## config.mk

```make
export PLATFORM = sky130hd
export DESIGN_NAME = nested_loop_counter
export DESIGN_NICKNAME = d
export VERILOG_FILES = /design/src/rtl/nested_loop_counter.sv
export SDC_FILE = /design/constraint.sdc
export NUM_CORES = 1
export LEC_CHECK = 0
export ABC_AREA = 1
export CAP_MARGIN = 20
export CORE_MARGIN = 2
export CORE_UTILIZATION = 53
export CTS_CLUSTER_DIAMETER = 60
export DETAILED_ROUTE_END_ITERATION = 8
export GPL_TIMING_DRIVEN = 1
export PLACE_DENSITY = 0.84
export SYNTH_ARGS = -nofsm -noshare
export SYNTH_HDL_FRONTEND = slang
export SYNTH_SLANG_ARGS = --single-unit
```

## constraint.sdc

```tcl
create_clock -name clk_i -period 4 [get_ports clk_i]
set_input_delay 1 -clock clk_i [delete_from_list [all_inputs] [get_ports clk_i]]
set_output_delay 1 -clock clk_i [all_outputs]
set_load 0.05 [all_outputs]
```

## src/rtl/nested_loop_counter.sv

```systemverilog
// Run-time programmable nested loop index generator.
// Dimension 0 is innermost; every index counts 0..max inclusive.
module nested_loop_counter #(
  parameter int WORD_SIZE  = 16,
  parameter int NUM_DIMS   = 3,
  parameter int CONTINUOUS = 0
) (
  input  logic                          clk_i,
  input  logic                          reset_i,
  input  logic                          start_i,
  input  logic                          clear_i,
  input  logic                          en_i,
  input  logic [NUM_DIMS*WORD_SIZE-1:0] max_i,
  output logic [NUM_DIMS*WORD_SIZE-1:0] data_o,
  output logic                          valid_o,
  output logic [NUM_DIMS-1:0]           wrap_o,
  output logic                          last_o,
  output logic                          busy_o,
  output logic                          done_o
);

  typedef enum logic {
    IDLE,
    COUNT
  } state_t;

  typedef logic [NUM_DIMS-1:0][WORD_SIZE-1:0] vec_t;

  state_t              state;
  state_t              state_n;
  vec_t                idx;
  vec_t                idx_n;
  vec_t                lim;
  vec_t                lim_n;
  logic                done;
  logic                done_n;
  logic [NUM_DIMS-1:0] wrap;
  logic                last;

  // wrap[k]: live beat and every dimension 0..k sits at its max
  always_comb begin
    logic acc;
    acc = (state == COUNT);
    for (int k = 0; k < NUM_DIMS; k++) begin
      acc     = acc & (idx[k] == lim[k]);
      wrap[k] = acc;
    end
  end

  assign last = wrap[NUM_DIMS-1];

  always_comb begin
    logic carry;
    state_n = state;
    idx_n   = idx;
    lim_n   = lim;
    done_n  = 1'b0;
    carry   = 1'b1;
    unique case (state)
      IDLE: begin
        if (!clear_i && start_i) begin
          lim_n   = max_i;
          idx_n   = '0;
          state_n = COUNT;
        end
      end
      COUNT: begin
        if (clear_i) begin
          idx_n   = '0;
          state_n = IDLE;
        end else if (en_i) begin
          if (last) begin
            idx_n  = '0;
            done_n = 1'b1;
            if (CONTINUOUS == 0) begin
              state_n = IDLE;
            end
          end else begin
            // carry into k only when all lower dimensions wrap
            for (int k = 0; k < NUM_DIMS; k++) begin
              if (carry) begin
                idx_n[k] = wrap[k] ? '0 : idx[k] + WORD_SIZE'(1);
              end
              carry = wrap[k];
            end
          end
        end
      end
      default: begin
        state_n = IDLE;
      end
    endcase
  end

  always_ff @(posedge clk_i or posedge reset_i) begin
    if (reset_i) begin
      state <= IDLE;
      idx   <= '0;
      lim   <= '0;
      done  <= 1'b0;
    end else begin
      state <= state_n;
      idx   <= idx_n;
      lim   <= lim_n;
      done  <= done_n;
    end
  end

  assign data_o  = idx;
  assign valid_o = (state == COUNT);
  assign busy_o  = (state == COUNT);
  assign done_o  = done;
  assign wrap_o  = wrap;
  assign last_o  = last;

endmodule
```

# == After elaboration in Yosys (flattened, before gate mapping) ==
# Cells that the tools add are included.
# W data, S select, Z words.
# classes
n_addsub,3
eq_ne,7
mux,18
n_bitwise,4
n_reduce_logical,6
# op_table
operator,n
$mux W48,4
$pmux W48 S2,1
$mux W16,4
$add A16 B1 Y16 const B,3
$eq A16 B16 Y1,3
$mux W1,8
$ne A4 B3 Y1 const B,2
$reduce_and A3 Y1,2
$reduce_and A2 Y1,2
$and A1 B1 Y1,3
$ne A3 B3 Y1 const B,1
$ne A2 B2 Y1 const B,1
$pmux W1 S2,1
$logic_and A1 B1 Y1,1
$logic_not A1 Y1,1
$not A1 Y1,1
# totals
ff_bits,98
input_bits,53
out_inout_bits,55

# == Longest topological paths before layout ==
# logic_depth
word_depth,9
depth_mapped,14
ltp_nobuf,14

# == Worst setup path before layout ==
# OpenSTA, ideal clock, no wires.
# synth_path
path_kind,register -> output
startpoint,"register idx, in the netlist data_o[24]"
endpoint,output port wrap_o[2]
t_arrival_ns,3.397
required_time_ns,3.000
slack_ns,-0.397
stages_incl_launch_ff,10
cell_sequence,dfrtp_1 > buf_2 > xnor2_1 > nand2_1 > nor2_1 > nand2_1 > nor2_4 > inv_1 > nor4_1 > buf_4
# synth_via
elab_chain_len,3
# synth_rtl
element,line,source
from (decl),31,vec_t idx;
from (signal assigned),103,idx <= idx_n;
$eq A16 B16 Y1,45,acc = acc & (idx[k] == lim[k]);
$and A1 B1 Y1 (2 in a row),45,
to (decl),16,"output logic [NUM_DIMS-1:0] wrap_o,"
# No other way between the ends.

# == Worst setup path after layout ==
# layout_path
startpoint,register lim[15] in the netlist's numbering
endpoint,output port last_o
# layout_via
elab_chain_len,4
# layout_rtl
element,line,source
from (decl),33,vec_t lim;
from (signal assigned),104,lim <= lim_n;
$eq A16 B16 Y1,45,
$and A1 B1 Y1 (3 in a row),45,
to (decl),17,"output logic last_o,"
# No other way between the ends.

==> metrics <==
outcome finished, final reports clean; drt total wl 14,000 um; Rel. slew slack 60.8%; dpl cells 915; setup_tns 0 ns; family with the most delay on the worst path buffers and inverters; 1st-pass router iterations 6; Initial Util 54.3%; GRT Total Usage 25.8%; filler instances 784; Hold Fails Final Rpt 0; Post-synth EDFFs 0; largest net degree at the start of global routing 99; Slowest-stage cell, CP clkdlybuf4s50_1; gp weighted congestion 0.962; CTS max path bufs 2; PD cells 351 nW/um^2; Setup violations, final 0; CP peak stage delay 0.88 ns; WS Path Type flip-flop to primary output; WP buf/inv 2; later-pin clock latency in the skew report 0.37 ns; most common cell in the netlist nand2_1; largest cells by area after synthesis dfrtp_1, nand2_1, mux2_2, nor2_1, xnor2_1; row count 37; top post-synthesis cells by count nand2_1, dfrtp_1, nor2_1; chip height 106 um; minimum clock period 3.83 ns; WHS 0.535 ns; total grt overflow 0; number of global-route vias before repair 4,944; Final Non-Filler Cells 931; CTS sink cnt 98; sequential area share after synthesis 44.2%; Top Ports 108; share of cells above drive strength 1 10.1%; Startpoint Class flip-flop; initial antenna violation count 0; worst endpoint data arrival time 2.83 ns; worst-path fanout max 4; Syn Inst Count 690; Max Freq 261 MHz; Clock transition at path regs 0.09 ns; yosys warns 0; CTS root buf clkbuf_8; post-synth top area share 44.2%; WL/cell 15.1 um; Hold Crit Class flip-flop to flip-flop; Routed Antenna Nets 0; CTS tree yes; # port buffers 107; Die ar. 11,300 um^2; Antenna Cells 0; r2r setup slk 1.64 ns; Die W 106 um; post-DP HPWL 10,200 um; number of H-tree levels 3; first-pass GRT wire length 23,300 um; Worst Skew 0.00853 ns; critical path required time 3.00 ns; nets 846; worst vdd ir 0.220 mV; RSZ-0062 raised after global routing no; Avg Synthesized Cell Area 8.05 um^2; Setup crit end kind primary output; area grow syn2layout 25.2%; max-cap violations 0; CTS buffer count 9; postcts setup bufs 0; Syn Std Cell Area 5550 um^2; Unique masters post-synth 39; DRC viols 0; number of DRC markers in iteration 0 398; syn_nets 746; Via Count 5,006; Synth Register Bits 98; core area 10,200 um^2; post_cts resized 0; ys async rst share 100%; critical path, cell by cell inv_1, o21ai_0, nor2_1, nand4_1, nor3_1, nand3_1, nor4_2, clkdlybuf4s50_1; vias per cell 5.38; Final period util 95.7%; Hold Buf Count CTS 0; top cell type by total area after synthesis dfrtp_1; predominant post-synthesis flop cell dfrtp_1; max-slew violation count 0; Leakage Power 0.00298 uW; slew of the pin with the lowest slew margin 0.586 ns
==> where the power goes <==
part	internal (uW)	switching, uW
combinational	229	267
clock	415	346
sequential	1100	87.0
total	1740	701
==> registers in the layout, summed over array words and instances, names as in the netlist <==
signal	cells
done_o	1
data_o	48
lim	48
busy_o	1
==> worst reg2reg max path: stages, from the launching register on <==
cell and delay [ns]:
dfrtp_1 0.56, inv_4 0.19, nor2_4 0.07, nand2_1 0.12, nand2_2 0.10, inv_2 0.32, nand2_2 0.29, inv_4 0.32
o21ai_0 0.17, nand2_1 0.09, inv_1 0.04
==> metrics by stage <==
| stage | utilization [%] | area [um^2] | power [uW] | setup WS, ns |
|---|---|---|---|---|
| floorplan | - | 5560 | 1550 | 0.257 |
| global placement | 65.6 | 6720 | 1680 | 0.635 |
| detailed placement | 65.6 | 6720 | 1700 | 0.521 |
| CTS | 67.9 | 6950 | 2450 | 0.182 |
| global route | 68.0 | 6950 | 2560 | 0.0156 |
| finish | 68.0 | 6950 | 2440 | 0.173 |
==> path summary, 6_finish.rpt <==
check | start | endpoint | depth (start not counted)
max | lim[15]$_DFFE_PP0P_ | last_o | 8
min reg2reg | lim[38]$_DFFE_PP0P_ | lim[38]$_DFFE_PP0P_ | 1
min in group asynchronous | reset_i | lim[25]$_DFFE_PP0P_ | 3
max in group asynchronous | reset_i | data_o[1]$_DFFE_PP0P_ | 3
max reg2reg | busy_o$_DFF_PP0_ | data_o[21]$_DFFE_PP0P_ | 10
min | lim[38]$_DFFE_PP0P_ | lim[38]$_DFFE_PP0P_ | 1
==> layout make-up <==
cell class	instances	area (um^2)	share of cell area [%]
Timing Repair Buffer	111	1130	16.2
Clock buffer	11	131	1.89
Inverter	79	303	4.35
Sequential cell	98	2450	35.3
Tap cell	136	170	2.45
Multi-Input combinational cell	491	2670	38.3
Clock inverter	5	103	1.48
==> placed cells by master, fill, tap and decap left out, types with 3 or more instances in the layout <==
master,instances
nand2_2,5
dfrtp_1,98
clkdlybuf4s50_1,106
xnor2_1,33
o21ai_1,17
mux2_2,31
a21oi_1,22
ha_1,3
nor3b_1,3
nor3_1,10
nor2_1,92
nor2_4,4
nand2_1,161
o21ai_0,20
nand3_1,43
inv_1,70
inv_2,6
nand4_1,12
clkbuf_8,9
bufinv_16,3
xor2_1,13
==> logic make-up after synthesis <==
group,share of synthesized area [%]
buffers and inverters,8.04
XOR/XNOR,7.26
adder cells (fa/ha/maj),0.676
AO/OA/AOI/OAI,6.62
flip-flops,44.2
multiplexers,6.29
AND/OR/NAND/NOR,26.9
==> routing by layer <==
layer	part of all wire (%)	routed length [um]	global-route usage, %	up-vias
li1	-	-	-	2397
met1	41	5760	33.3	2335
met2	49	6810	43.0	231
met4	2.8	393	11.0	0
met5	0	0	0	-
met3	7.6	1060	4.29	43
Power figures use the tool's default switching activity.
